$ cat config.mk
export PLATFORM = sky130hd
export DESIGN_NAME = mario_input_ctrl
export DESIGN_NICKNAME = d
export VERILOG_FILES = /design/src/rtl/mario_input_ctrl.sv
export SDC_FILE = /design/constraint.sdc
export NUM_CORES = 1
export LEC_CHECK = 0
export CAP_MARGIN = 20
export CORE_AREA = 2 2 79 43
export DETAILED_ROUTE_END_ITERATION = 10
export DIE_AREA = 0 0 81 45
export PLACE_DENSITY = 0.74
export SKIP_CTS_REPAIR_TIMING = 1
export SYNTH_ARGS = -nofsm -noshare
export SYNTH_HDL_FRONTEND = slang
export SYNTH_SLANG_ARGS = --single-unit
export TNS_END_PERCENT = 10
$ cat constraint.sdc
create_clock -name frame_clk -period 2.1 [get_ports frame_clk]
set_input_delay 0.42 -clock frame_clk [delete_from_list [all_inputs] [get_ports frame_clk]]
set_output_delay 0.42 -clock frame_clk [all_outputs]
set_load 0.02 [all_outputs]
$ cat src/rtl/mario_input_ctrl.sv
// Per-frame player input controller: turns keycodes and collision flags into
// registered per-direction speeds and a GROUND/RISE/FALL jump state.
module mario_input_ctrl #(
   parameter int WALK_SPEED = 2,
   parameter int TERMINAL   = 3,
   parameter int JUMP_V0    = 9,
   parameter int DECAY      = 6,
   parameter int JUMP_CUT   = 3
) (
   input  logic       frame_clk,
   input  logic       Reset,
   input  logic [7:0] keycode,
   input  logic       on_ground,
   input  logic       hit_ceiling,
   output logic [5:0] right_v,
   output logic [5:0] left_v,
   output logic [5:0] up_v,
   output logic [5:0] down_v,
   output logic [1:0] jump_state,
   output logic       facing_left
);

   typedef enum logic [1:0] {
      GROUND = 2'b00,
      RISE   = 2'b01,
      FALL   = 2'b10
   } jump_state_t;

   localparam logic [7:0] KEY_LEFT  = 8'h04;
   localparam logic [7:0] KEY_RIGHT = 8'h07;
   localparam logic [7:0] KEY_JUMP  = 8'h1A;

   localparam logic [5:0] P_WALK     = 6'(WALK_SPEED);
   localparam logic [5:0] P_TERMINAL = 6'(TERMINAL);
   localparam logic [5:0] P_JUMP_V0  = 6'(JUMP_V0);
   localparam logic [5:0] P_JUMP_CUT = 6'(JUMP_CUT);
   localparam logic [2:0] DECAY_LAST = 3'(DECAY - 1);

   function automatic logic [5:0] sat_inc(input logic [5:0] v, input logic [5:0] lim);
      return (v >= lim) ? lim : v + 6'd1;
   endfunction

   function automatic logic [5:0] sat_dec(input logic [5:0] v);
      return (v == 6'd0) ? 6'd0 : v - 6'd1;
   endfunction

   jump_state_t state_q, state_nxt;
   logic [5:0]  up_speed, up_nxt, down_nxt, left_nxt, right_nxt;
   logic [2:0]  decay_cnt, dc_nxt;
   logic        jump_prev, facing_nxt;
   logic        jump_held, jump_edge, dc_wrap;

   assign jump_held  = (keycode == KEY_JUMP);
   assign jump_edge  = jump_held & ~jump_prev;
   assign dc_wrap    = (decay_cnt == DECAY_LAST);
   assign up_v       = up_speed;
   assign jump_state = state_q;

   always_ff @(posedge frame_clk or posedge Reset) begin
      if (Reset) begin
         state_q     <= GROUND;
         up_speed    <= 6'd0;
         down_v      <= 6'd0;
         decay_cnt   <= 3'd0;
         left_v      <= 6'd0;
         right_v     <= 6'd0;
         facing_left <= 1'b0;
         jump_prev   <= 1'b1;
      end else begin
         state_q     <= state_nxt;
         up_speed    <= up_nxt;
         down_v      <= down_nxt;
         decay_cnt   <= dc_nxt;
         left_v      <= left_nxt;
         right_v     <= right_nxt;
         facing_left <= facing_nxt;
         jump_prev   <= jump_held;
      end
   end

   always_comb begin
      state_nxt  = state_q;
      up_nxt     = up_speed;
      down_nxt   = down_v;
      dc_nxt     = decay_cnt;
      left_nxt   = (keycode == KEY_LEFT)  ? P_WALK : 6'd0;
      right_nxt  = (keycode == KEY_RIGHT) ? P_WALK : 6'd0;
      facing_nxt = facing_left;
      if (keycode == KEY_LEFT)
         facing_nxt = 1'b1;
      else if (keycode == KEY_RIGHT)
         facing_nxt = 1'b0;

      unique case (state_q)
         GROUND: begin
            up_nxt   = 6'd0;
            down_nxt = 6'd0;
            dc_nxt   = 3'd0;
            // Losing the floor beats a jump press in the same frame.
            if (!on_ground) begin
               state_nxt = FALL;
               down_nxt  = 6'd1;
            end else if (jump_edge) begin
               state_nxt = RISE;
               up_nxt    = P_JUMP_V0;
            end
         end
         RISE: begin
            down_nxt = 6'd0;
            if (hit_ceiling) begin
               state_nxt = FALL;
               up_nxt    = 6'd0;
               down_nxt  = 6'd1;
               dc_nxt    = 3'd0;
            end else begin
               dc_nxt = dc_wrap ? 3'd0 : decay_cnt + 3'd1;
               // Releasing the key early clamps the remaining rise instead of decaying.
               if (!jump_held && (up_speed > P_JUMP_CUT))
                  up_nxt = P_JUMP_CUT;
               else if (dc_wrap)
                  up_nxt = sat_dec(up_speed);
               if (up_nxt == 6'd0) begin
                  state_nxt = FALL;
                  down_nxt  = 6'd1;
                  dc_nxt    = 3'd0;
               end
            end
         end
         FALL: begin
            up_nxt = 6'd0;
            if (on_ground) begin
               state_nxt = GROUND;
               down_nxt  = 6'd0;
               dc_nxt    = 3'd0;
            end else if (dc_wrap) begin
               dc_nxt   = 3'd0;
               down_nxt = sat_inc(down_v, P_TERMINAL);
            end else begin
               dc_nxt = decay_cnt + 3'd1;
            end
         end
         default: begin
            state_nxt = GROUND;
            up_nxt    = 6'd0;
            down_nxt  = 6'd0;
            dc_nxt    = 3'd0;
         end
      endcase
   end

endmodule
Word level (Yosys, flattened, before mapping). Cells that the tools add are included.

Register bits: 31. Input port bits: 12.

Add/subtract/negate cells: 3. Eq/ne operators: 10. Multiplexer cells: 31. Bitwise logic cells: 2. Reductions and logical operators: 7. $lt $le $gt $ge: 2.

Operators by type and width (number): 2-to-1 mux 6 bit (9); one-hot mux 6 bit (3 select lines) (1); equality test 8 x 3 -> 1 bit, second input constant (2); 2-to-1 mux 2 bit (7); logical NOT 6 bit (2); 2-to-1 mux 3 bit (4); one-hot mux 6 bit (2 select lines) (1); inequality test 3 bit, second input constant (3); equality test 8 x 5 -> 1 bit, second input constant (1); 2-to-1 mux 4 bit (2); adder 6 x 1 -> 6 bit, second input constant (1); >= comparator 6 x 2 -> 1 bit, second input constant (1); > comparator 6 x 2 -> 1 bit, second input constant (1); one-hot mux 2 bit (3 select lines) (1); one-hot mux 3 bit (2 select lines) (1); subtractor 6 x 1 -> 6 bit, second input constant (1); 2-to-1 mux 1 bit (5); adder 3 x 1 -> 3 bit, second input constant (1); equality test 3 bit, second input constant (1); AND reduction 3 bit (1); equality test 2 x 1 -> 1 bit, second input constant (1); equality test 2 bit, second input constant (1); logical NOT 2 bit (1); inequality test 2 bit, second input constant (1); other kinds (5) (5).

Logic depth before layout (Yosys ltp). Gate-level depths: netlist of the first run.

Depth in word-level cells: 10. Depth in mapped cells: 9.

Worst setup path after synthesis of the first run. Ideal clock, no wire load.

Kind: register to register. Start: register up_speed[0] (netlist: up_v[0]). End: register state_q[0] (netlist: jump_state[0]). Required time: 1972 ps. Path slack: 5 ps. Data arrival time: 1967 ps. Cell stages (with the launch flop): 10. Clock period less this slack: 2095 ps. Path through: dfrtp_1 > inv_1 > ha_1 > clkbuf_1 > xor2_1 > or4_1 > nand3_1 > a31oi_2 > o21ai_0 > o21ai_1.

Cells in the longest elaborated chain, start to end: 9.

RTL lines: start, declared (RTL line 48) `logic [5:0] up_speed, up_nxt, down_nxt, left_nxt, right_nxt;`; start signal, assigned (RTL line 71) `up_speed <= up_nxt;`; subtractor 6 x 1 -> 6 bit or logical NOT 6 bit (tied branches) (RTL line 44) `return (v == 6'd0) ? 6'd0 : v - 6'd1;`; 2-to-1 mux 6 bit (RTL line 44); 2-to-1 mux 6 bit (RTL line 120) `else if (dc_wrap)`; 2-to-1 mux 6 bit (*) (RTL line 118) `if (!jump_held && (up_speed > P_JUMP_CUT))`; 2-to-1 mux 6 bit (*) (RTL line 110) `if (hit_ceiling) begin`; 2-to-1 mux 6 bit (*) (RTL line 94) `unique case (state_q)`; logical NOT 6 bit (*) (RTL line 122) `if (up_nxt == 6'd0) begin`; inequality test 3 bit (no source line) (*); AND reduction 3 bit (no source line) (*); end signal, assigned (RTL line 70) `state_q <= state_nxt;`; end, declared (RTL line 47) `jump_state_t state_q, state_nxt;`.

Every way passes the cells marked *; elsewhere a longest branch is shown, timed or not. The select of a mux whose other input is x is not followed. A chain may end at the register's enable or synchronous reset.

Worst setup path in the final report of the first run.
Start: register up_speed[1] (netlist: up_v[1]). End: register decay_cnt[2].

Cells in the longest elaborated chain, start to end: 10.

RTL lines: subtractor 6 x 1 -> 6 bit or logical NOT 6 bit (tied branches) (RTL line 44); 2-to-1 mux 6 bit (RTL line 44); 2-to-1 mux 6 bit (RTL line 120); 2-to-1 mux 6 bit (*) (RTL line 118); 2-to-1 mux 6 bit (*) (RTL line 110); 2-to-1 mux 6 bit (*) (RTL line 94); logical NOT 6 bit (*) (RTL line 122); 2-to-1 mux 3 bit (*) (RTL line 122); 2-to-1 mux 3 bit (*) (RTL line 110); one-hot mux 3 bit (2 select lines) (*) (RTL line 94); net dc_nxt[2] (RTL line 49) `logic [2:0] decay_cnt, dc_nxt;`; end signal, assigned (RTL line 73) `decay_cnt <= dc_nxt;`; end, declared (RTL line 49).

The timed path passes the listed nets; every way through them passes the cells marked *. The select of a mux whose other input is x is not followed.

==> qor.yml, run 1 <==
final_layout:
  fin_util: 0.580
  nets: 190
  stdcell_count: 211
  antenna-diode-count: 0
  syn_to_final_growth_pct: 30.0
  final_area_mm2: 0.00169
  final_layout_size_suffix_gt1_frac: 0.140
placed_design:
  dp_cells: 207
  dpl.hpwl_um: 2070
  io_buffers: 28
  gp_congestion: 0.878
  placed_area_mm2: 0.00164
floorplan:
  rows: 14
  die_w_um: 81
  die_area_mm2: 0.00365
  initial_core_util: 0.446
  dieHeight_um: 45
  coreArea_mm2: 0.00291
  ios: 39
global_routing:
  grt_pass1_wl_um: 4400
  antenna_found_initial: 0
  grt_max_degree: 22
  grt_usage: 0.163
  overflow: 0
  grt_pass1_vias: 954
setup_path:
  r2r_cells: 8
  setup.worst_path.start_class: "flop"
  crit_type: "flop to flop"
  r2r_end: "decay_cnt[2]"
  crit_fanout: 8
  r2r_start: "up_v[1]"
  r2r_slack_ps: 140
  critPathArrivalTime_ps: 2110
  cp-end-kind: "flop"
  required_ps: 2240
drt:
  drc_errors: 0
  routed_wl_um: 2650
  viasPerCell: 5.05
  wl_per_cell_um: 12.5
  antenna_left: 0
  vias: 1065
  drt_iter0_markers: 55
  first_pass_iters: 4
timing:
  hold_viol: 0
  clock_skew_ps: 2.63
  setup_viol: 0
  fin_tns_setup_ps: 0
  finalCritPeriodShare: 0.935
  timing.fmax_mhz: 509
  min_period_ps: 1960
  rsz0062_at_grt: "false"
  maxSlewViolCount: 0
synth:
  synth_top_area_frac: 0.386
  synth_common_cells: "20 x dfrtp_1, 11 x buf_4, 9 x nand2_1"
  synth.yosys.seq_area_share: 0.406
  ys.warnings.count: 0
  synth.distinct_cells: 42
  ys.flop_type: "dfrtp_1"
  synthTopCellsByArea: "dfrtp_1 39%, buf_4 6.4%, ha_1 5.8%"
  yosysTopAreaCell: "dfrtp_1"
  synth_area_per_cell_um2: 9.68
  synthCells: 134
  synth.most_common_cell: "dfrtp_1"
  ys_async_sr_fraction: 1.00
  netlist_area_mm2: 0.00130
  synth-edff-count: 0
  synth_seq_cells: 21
clocking:
  insertion_delay_ps: 260
  tritoncts: "yes"
  cts_buffer_depth: 2
  htreeDepth: 1
  root_buffer: "clkbuf_8"
  path_clk_slew_ps: 70
  clock_sinks: 21
  cts-buffers-inserted: 3
run_status:
  status: "finished clean"
pwr:
  peakVddDrop_v: 0.000261
  powerDensity_mw_per_mm2: 602
  p_leak_nw: 0.746
job:
  maxCapViolCount: 0
min_path:
  hold_path_class: "input pin to asynchronous set/reset pin"
power by group:
part	internal, W	switching, W	leakage [nW]
Clock	0.000135	0.000124	0.0228
Sequential	0.000433	0.0000306	0.285
Combinational	0.000137	0.000156	0.438
Total	0.000705	0.000311	0.746
area by class of cell:
| type | instances | area (µm²) |
|---|---|---|
| Timing Repair Buffer | 38 | 355 |
| Sequential cell | 21 | 527 |
| Tap cell | 40 | 50.0 |
| Fill cell | 261 | 1220 |
| Multi-Input combinational cell | 101 | 683 |
| Clock buffer | 4 | 45.0 |
| Inverter | 7 | 26.3 |
logic make-up after synthesis:
| logic type | count (synthesis) | synth area share |
|---|---|---|
| flip-flops | 21 | 0.406 |
| buffers and inverters | 21 | 0.0984 |
| AND/OR/NAND/NOR | 56 | 0.257 |
| XOR/XNOR | 4 | 0.0270 |
| other | 1 | 0.00289 |
| AO/OA/AOI/OAI | 25 | 0.150 |
| adder cells (fa/ha/maj) | 6 | 0.0579 |
how the worst max path moves through the flow:
stage / from / end / slack [ps] / cells past startpoint
after floorplan: up_v[0] / jump_state[0] / 5 / 9
after global placement: keycode[0] / jump_state[0] / -170 / 7
after detailed placement: keycode[0] / decay_cnt[2] / -200 / 7
after CTS: keycode[0] / decay_cnt[2] / 70 / 7
after global routing: up_v[0] / decay_cnt[1] / 30 / 8
final: up_v[1] / decay_cnt[2] / 140 / 8
placed cells by master (no fill, tap or decap), types with 4 or more instances in the layout:
cell type	instances
nor2b_1	5
dfrtp_1	20
conb_1	10
buf_4	10
nor2_1	8
clkdlybuf4s50_1	28
ha_1	6
a21oi_1	6
nor3_1	8
inv_1	7
and3_1	4
nand2_1	9
nand3b_1	4
through the flow:
stage / hold slack, ps / setup WS (ps) / power [W]
after floorplan: 396 / 4.88 / 0.000661
after global placement: 492 / -168 / 0.000758
after detailed placement: 494 / -196 / 0.000763
after CTS: 499 / 69.7 / 0.00103
after global routing: 528 / 29.9 / 0.00108
final: 491 / 136 / 0.00102
routing by layer:
layer | wire length (µm) | global-route usage | share of wire | vias up
li1 | - | - | - | 537
met1 | 1220 | 0.208 | 0.46 | 499
met2 | 1300 | 0.288 | 0.49 | 27
met3 | 108 | 0.0360 | 0.041 | 2
met4 | 17 | 0.0407 | 0.0064 | 0
met5 | 0 | 0 | 0 | -
flip-flops by register name, indices dropped and copies added (netlist names):
signal       flops
left_v           1
jump_prev        1
jump_state       2
decay_cnt        3
right_v          1
up_v             6
facing_left      1
down_v           6
critical path, cell delays in order, from the launching register on:
cell and delay [ps]:
dfrtp_1 380, inv_1 70, ha_1 310, nor2b_1 190
a21oi_1 70, o41ai_2 350, a31oi_2 210, o21ai_2 210
a21oi_1 60
Power figures use the tool's default switching activity.
==> run 2: changes to the inputs <==
CELL_PAD_IN_SITES_DETAIL_PLACEMENT = 1   (was unset)
CELL_PAD_IN_SITES_GLOBAL_PLACEMENT = 2   (was unset)
CORE_AREA = 2 2 100 54   (was 2 2 79 43)
DIE_AREA = 0 0 102 56   (was 0 0 81 45)
PLACE_DENSITY = 0.75   (was 0.74)
==> qor.yml, run 2 (synthesis results as in run 1) <==
clocking:
  tritoncts: "yes"
  cts_buffer_depth: 2
  root_buffer: "clkbuf_8"
  htreeDepth: 1
  path_clk_slew_ps: 90
  insertion_delay_ps: 270
  clock_sinks: 21
  cts-buffers-inserted: 3
final_layout:
  final_area_mm2: 0.00178
  final_cell_mix: "28 x clkdlybuf4s50_1, 20 x dfrtp_1, 14 x buf_4"
  nets: 194
  stdcell_count: 245
  antenna-diode-count: 0
  layout_commonest_cell: "clkdlybuf4s50_1"
  final_layout_size_suffix_gt1_frac: 0.171
  syn_to_final_growth_pct: 37.3
floorplan:
  die_w_um: 102
  dieHeight_um: 56
  rows: 18
  initial_core_util: 0.272
  coreArea_mm2: 0.00477
  die_area_mm2: 0.00571
  ios: 39
drt:
  drt_iter0_markers: 52
  drc_errors: 0
  antenna_left: 0
  viasPerCell: 4.57
  first_pass_iters: 4
  routed_wl_um: 3810
  vias: 1120
  wl_per_cell_um: 15.6
pwr:
  p_leak_nw: 0.767
  pwr-share-comb: 0.296
  p_sw_w: 0.000354
  powerDensity_mw_per_mm2: 594
  intPower_w: 0.000705
  peakVddDrop_v: 0.000270
  switching_share: 0.334
  clock_power_share: 0.267
  power_w: 0.00106
  p_seq_frac: 0.437
setup_path:
  crit_fanout: 8
  required_ps: 1680
  crit_type: "flop to output pin"
  worstPathCellList: "buf_4 > clkdlybuf4s50_1"
  setup.worst_path.start_class: "flop"
  max_stage_delay_ps: 610
  critPathSlowestCell: "clkdlybuf4s50_1"
  critPathArrivalTime_ps: 1620
  cp-end-kind: "output pin"
  critPathTopFamily: "buffers and inverters"
  timing.critical_path.buf_inv: 2
timing:
  hold_viol: 0
  min_period_ps: 2040
  clock_skew_ps: 5.18
  setup_viol: 0
  finalCritPeriodShare: 0.971
  rsz0062_at_grt: "true"
  maxSlewViolCount: 0
  timing.fmax_mhz: 490
run_status:
  status: "finished clean"
global_routing:
  grt_max_degree: 22
  grt_pass1_wl_um: 6200
  antenna_found_initial: 0
  overflow: 0
  grt_pass1_vias: 1131
  grt_usage: 0.142
placed_design:
  gp_congestion: 0.864
  io_buffers: 28
  dp_cells: 241
  dpl.hpwl_um: 3090
  placed_area_mm2: 0.00170
job:
  maxCapViolCount: 0
min_path:
  hold_path_class: "input pin to asynchronous set/reset pin"
run 2: final timing paths:
path,startpoint,to,slack (ps),cells after the start
worst min-delay path,Reset,down_v[2],480,3
max in group asynchronous,Reset,jump_prev,1340,3
min in group frame_clk,decay_cnt[0],decay_cnt[0],510,1
worst max-delay path,up_v[2],up_v[2],60,2
worst min register to register,decay_cnt[0],decay_cnt[0],510,1
worst max register to register,up_v[3],decay_cnt[2],100,5
run 2: cell type report:
class	count	area [µm²]
Fill cell	567	2990
Multi-Input combinational cell	101	707
Sequential cell	21	527
Timing Repair Buffer	42	385
Tap cell	70	87.6
Clock buffer	3	41.3
Inverter	7	26.3
Clock inverter	1	7.51
run 2: layer usage:
metal / wire length (µm) / vias to the layer above / track usage
met2: 1550 / 25 / 0.189
met1: 2110 / 549 / 0.227
met4: 26 / 0 / 0.0229
met3: 126 / 5 / 0.0352
li1: - / 541 / -
met5: 0 / - / 0
run 2: power by group through the flow:
stage	registers (W)	clock network [W]	logic [W]
floorplan	0.000493	0	0.000169
global placement	0.000473	0	0.000299
detailed placement	0.000473	0	0.000309
CTS	0.000464	0.000294	0.000311
global route	0.000471	0.000313	0.000341
finish	0.000463	0.000283	0.000313
run 2: through the flow:
stage / utilization / setup slack [ps] / hold slack [ps] / setup TNS (ps)
finish: 0.373 / 60.4 / 479 / 0
global placement: 0.357 / -163 / 474 / -863
global route: 0.373 / -11.5 / 519 / -11.5
floorplan: - / 4.88 / 396 / 0
CTS: 0.367 / 12.5 / 490 / 0
detailed placement: 0.357 / -247 / 492 / -1380
run 2: worst reg2reg max path, stage by stage, from the launching register on:
cell and delay, ps:
dfrtp_1 490, or4_4 620, a221oi_4 300, a31oi_2 190
o21ai_2 210, a21oi_1 70
==> run 3: changes to the inputs <==
CORE_AREA = 2 2 105 56   (was 2 2 100 54)
DIE_AREA = 0 0 107 58   (was 0 0 102 56)
PLACE_DENSITY = 0.72   (was 0.75)
clock period = 1.8 ns   (was 2.1 ns; I/O delays follow)
==> qor.yml, run 3 (synthesis results as in run 1) <==
placed_design:
  dpl.hpwl_um: 3110
  io_buffers: 28
  gp_congestion: 0.848
setup_path:
  required_ps: 2020
  crit_start: "keycode[6]"
  r2r_start: "up_v[4]"
  crit_type: "input pin to flop"
  critPathSlowestCell: "clkdlybuf4s50_1"
  max_stage_delay_ps: 430
  critPathTopFamily: "compound AO/OA/AOI/OAI gates"
  critPathArrivalTime_ps: 2160
  worstPathCellList: "clkdlybuf4s50_1 > nor4_2 > nand4_2 > a221oi_4 > a31oi_1 > nor3b_2 > o22a_1"
  setup.worst_path.start_class: "input pin"
  crit_fanout: 3
  timing.critical_path.buf_inv: 1
  cp-end-kind: "flop"
clocking:
  htreeDepth: 1
  clock_sinks: 21
  tritoncts: "yes"
  cts_buffer_depth: 2
  path_clk_slew_ps: 80
  cts-buffers-inserted: 3
  insertion_delay_ps: 270
  root_buffer: "clkbuf_8"
timing:
  setup_ws_ps: -148
  rsz0062_at_grt: "true"
  finalCritPeriodShare: 1.08
  maxSlewViolCount: 0
  timing.fmax_mhz: 513
  hold_viol: 0
  min_period_ps: 1950
  hold_ws_ps: 432
  setup_viol: 6
  clock_skew_ps: 7.24
global_routing:
  grt_max_degree: 22
  grt_pass1_vias: 1200
  grt_pass1_wl_um: 6230
  overflow: 0
  grt_usage: 0.132
  antenna_found_initial: 0
floorplan:
  rows: 19
  ios: 39
  coreArea_mm2: 0.00530
  die_w_um: 107
  initial_core_util: 0.245
  die_area_mm2: 0.00621
  dieHeight_um: 58
final_layout:
  syn_to_final_growth_pct: 49.3
  final_cell_mix: "31 x buf_4, 24 x clkdlybuf4s50_1, 17 x dfrtp_1"
  antenna-diode-count: 0
  final_layout_size_suffix_gt1_frac: 0.280
  layout_commonest_cell: "buf_4"
  nets: 212
  fin_util: 0.365
  n_fill_cell: 613
pwr:
  peakVddDrop_v: 0.000248
  powerDensity_mw_per_mm2: 648
  p_seq_frac: 0.423
  p_sw_w: 0.000413
  p_leak_nw: 0.936
  clock_power_share: 0.257
  switching_share: 0.329
  intPower_w: 0.000842
  pwr-share-comb: 0.320
  power_w: 0.00125
run_status:
  status: "finished, violations left"
  violations: "negative setup slack"
drt:
  antenna_left: 0
  drt_iter0_markers: 39
  vias: 1168
  first_pass_iters: 4
  viasPerCell: 4.39
  wl_per_cell_um: 14.7
  drc_errors: 0
  routed_wl_um: 3910
job:
  maxCapViolCount: 0
min_path:
  hold_path_class: "input pin to asynchronous set/reset pin"
-- run 3: cell count changes in the layout (fill, tap and decap cells not counted), sizes merged --
| cell | change |
|---|---|
| clkdlybuf4s50 | -4 |
| clkinv | +1 |
| buf | +18 |
| dlymetal6s2s | +4 |
| clkinvlp | -1 |
-- run 3: layer usage --
metal,GRT usage,wire length (µm),up-vias
li1,-,-,579
met5,0,0,-
met1,0.195,2100,560
met2,0.196,1640,27
met4,0.0167,10,0
met3,0.0405,163,2
-- run 3: worst paths after layout --
kind | endpoint | slack [ps] | cells after the start
max | down_v[0] | -150 | 7
min | down_v[2] | 430 | 3
max reg2reg | down_v[0] | -140 | 5
min reg2reg | facing_left | 530 | 2
max in group asynchronous | jump_prev | 1080 | 3
min in group frame_clk | facing_left | 530 | 2
-- run 3: final cells by class --
cell class	instances	area [µm²]	share of cell area
Clock buffer	3	41.3	0.0213
Sequential cell	21	531	0.274
Tap cell	73	91.3	0.0472
Multi-Input combinational cell	101	708	0.366
Clock inverter	1	5.00	0.00258
Inverter	7	26.3	0.0136
Timing Repair Buffer	60	534	0.276
-- run 3: power by group through the flow --
stage / registers (W) / logic [W] / clock network, W
after global placement: 0.000538 / 0.000379 / 0
after floorplan: 0.000575 / 0.000196 / 0
after CTS: 0.000532 / 0.000403 / 0.000346
after global routing: 0.000538 / 0.000440 / 0.000372
final: 0.000530 / 0.000401 / 0.000323
after detailed placement: 0.000541 / 0.000400 / 0
-- run 3: worst register-to-register path: cells and delay by family, from the launching register on --
kind	cells	cell delay, ps
and+or+nand+nor	2	740
AOI/OAI and AO/OA	3	710
DFF	1	450
-- run 3: stage by stage --
stage          TNS, ps  worst slack [ps]  instance area, µm²  std cells
2_1_floorplan     -872              -162                1350        143
3_3_place_gp     -3830              -448                1860        262
3_5_place_dp     -4120              -489                1860        262
4_1_cts          -1390              -229                1900        266
5_1_grt          -1140              -210                1940        266
6_report          -594              -148                1940        266
==> patch (flow settings as in run 3) <==
The output `right_v` loses its register stage (`right_v` becomes a continuous assignment).
--- a/src/rtl/mario_input_ctrl.sv
+++ b/src/rtl/mario_input_ctrl.sv
@@ -63,7 +63,6 @@
          down_v      <= 6'd0;
          decay_cnt   <= 3'd0;
          left_v      <= 6'd0;
-         right_v     <= 6'd0;
          facing_left <= 1'b0;
          jump_prev   <= 1'b1;
       end else begin
@@ -72,11 +71,12 @@
          down_v      <= down_nxt;
          decay_cnt   <= dc_nxt;
          left_v      <= left_nxt;
-         right_v     <= right_nxt;
          facing_left <= facing_nxt;
          jump_prev   <= jump_held;
       end
    end
+
+   assign right_v = right_nxt;
 
    always_comb begin
       state_nxt  = state_q;
Check against the original RTL: not equivalent (Yosys sat finds a counterexample within 4 cycles, from zero or initial values and one cycle with Reset high).
==> patch against run 3 <==
- sequential share of layout area is 3.7 points lower
- critical path depth stayed put
- wire length is 14% higher
- the flow still finishes with violations (setup timing)
- die area stayed put
- count of clock-buffer cells in the layout stayed put
- power is 22% higher
- sequential cell count is 1 lower
- design area is 11% higher
- synthesized area is 3.0% higher
- highest routed layer unchanged
- worst setup slack better by 0.050 ns
- sequential power is 4.5% lower
- worst hold slack worse by 0.073 ns
- first-iteration DRC count is 23% higher
- critical endpoint is now decay_cnt[0]
==> patch: results <==
group,metric,value,unit
status,outcome,"finished with violations",
status,violations,"setup timing",
layout,num-multi-input-gates,112,
logic_synthesis,synthArstFlopShare,1.00,
critical_path,crit_family,"simple AND/OR/NAND/NOR gates",
critical_path,r2r_cells,7,
critical_path,critPathMaxFanout,4,
placement,place_inst,282,
logic_synthesis,ys_seq_area_frac,0.375,
layout,layout.cells.non_filler,287,
detailed_routing,dr_wl_met2,2180,µm
power,p_comb_frac,0.363,
sta,setup_slack,-0.0984,ns
sta,timing.hold.ws,0.359,ns
grt,grt_pass1_wl,6720,µm
layout,fillCellCount,602,
layout,final-clk-cell-share,0.0333,
layout,drive_above_1_share,0.350,
power,ir_drop,0.000322,V
logic_synthesis,ys_types,45,
logic_synthesis,ys_ff_latch,20,
grt,grtUsageTotal,0.140,
critical_path,worstReg2RegStart,"up_v[0]",
layout,layout.nonclk_buf_frac,0.284,
placement,place_ws,-0.540,ns
critical_path,crit_arrival,2.04,ns
power,power_switching,470,µW
power,internal_power,1060,µW
power,seq-power,506,µW
logic_synthesis,syn_inst,146,
power,p_leak,0.00105,µW
detailed_routing,drtIter0Drc,48,
clocking,clockBufferDepth,2,
layout,register_area,508,µm²
layout,inverters,9,
sta,setup_violations,6,
critical_path,cp_slowest_cell,"or4_4",
critical_path,reg2reg_to,"decay_cnt[0]",
min_path,hold_class,"in2reg",
detailed_routing,wl_met3,263,µm
sta,tns,-0.428,ns
layout,nNetsFinal,233,
logic_synthesis,ys.flop_type,"dfrtp_1",
layout,multi_input_area,830,µm²
sta,clock_skew,0.00725,ns
detailed_routing,drt_wl_total,4450,µm
grt,use_met1,0.184,
detailed_routing,vias,1365,
logic_synthesis,synth_common_cells,"19 x dfrtp_1, 11 x nor2_1, 10 x buf_4, 9 x inv_1",
grt,grt_max_degree,21,
placement,gp_congestion,0.835,
logic_synthesis,synthTopCellsByArea,"dfrtp_1 36%, buf_4 5.6%, ha_1 5.6%",
layout,area_delta_synth_final,60.3,%
layout,buffers,69,
[patch: logic make-up (layout without fill, tap and decap cells)]
logic type,count (synthesis),count (layout),synth area share
compound gates,32,32,0.160
xor+xnor,4,4,0.0262
simple gates,60,60,0.280
other cells,1,10,0.00281
flops,20,20,0.375
buf+inv,23,82,0.0992
fa+ha+maj,6,6,0.0562
[patch: worst max path at each step]
stage	from	end	cells after the start
6_report	up_v[0]	decay_cnt[0]	7
5_1_grt	up_v[0]	decay_cnt[0]	7
4_1_cts	keycode[5]	right_v[1]	5
3_5_place_dp	keycode[0]	decay_cnt[1]	7
3_3_place_gp	keycode[0]	jump_state[0]	7
2_1_floorplan	up_v[0]	jump_state[0]	8
[patch: worst register-to-register path: stages, from the launching register on]
cell and delay [ns]:
dfrtp_2 0.37, inv_2 0.05, ha_4 0.17, xor2_1 0.14
or4_4 0.43, and3_4 0.21, o31ai_4 0.28, a21oi_1 0.11
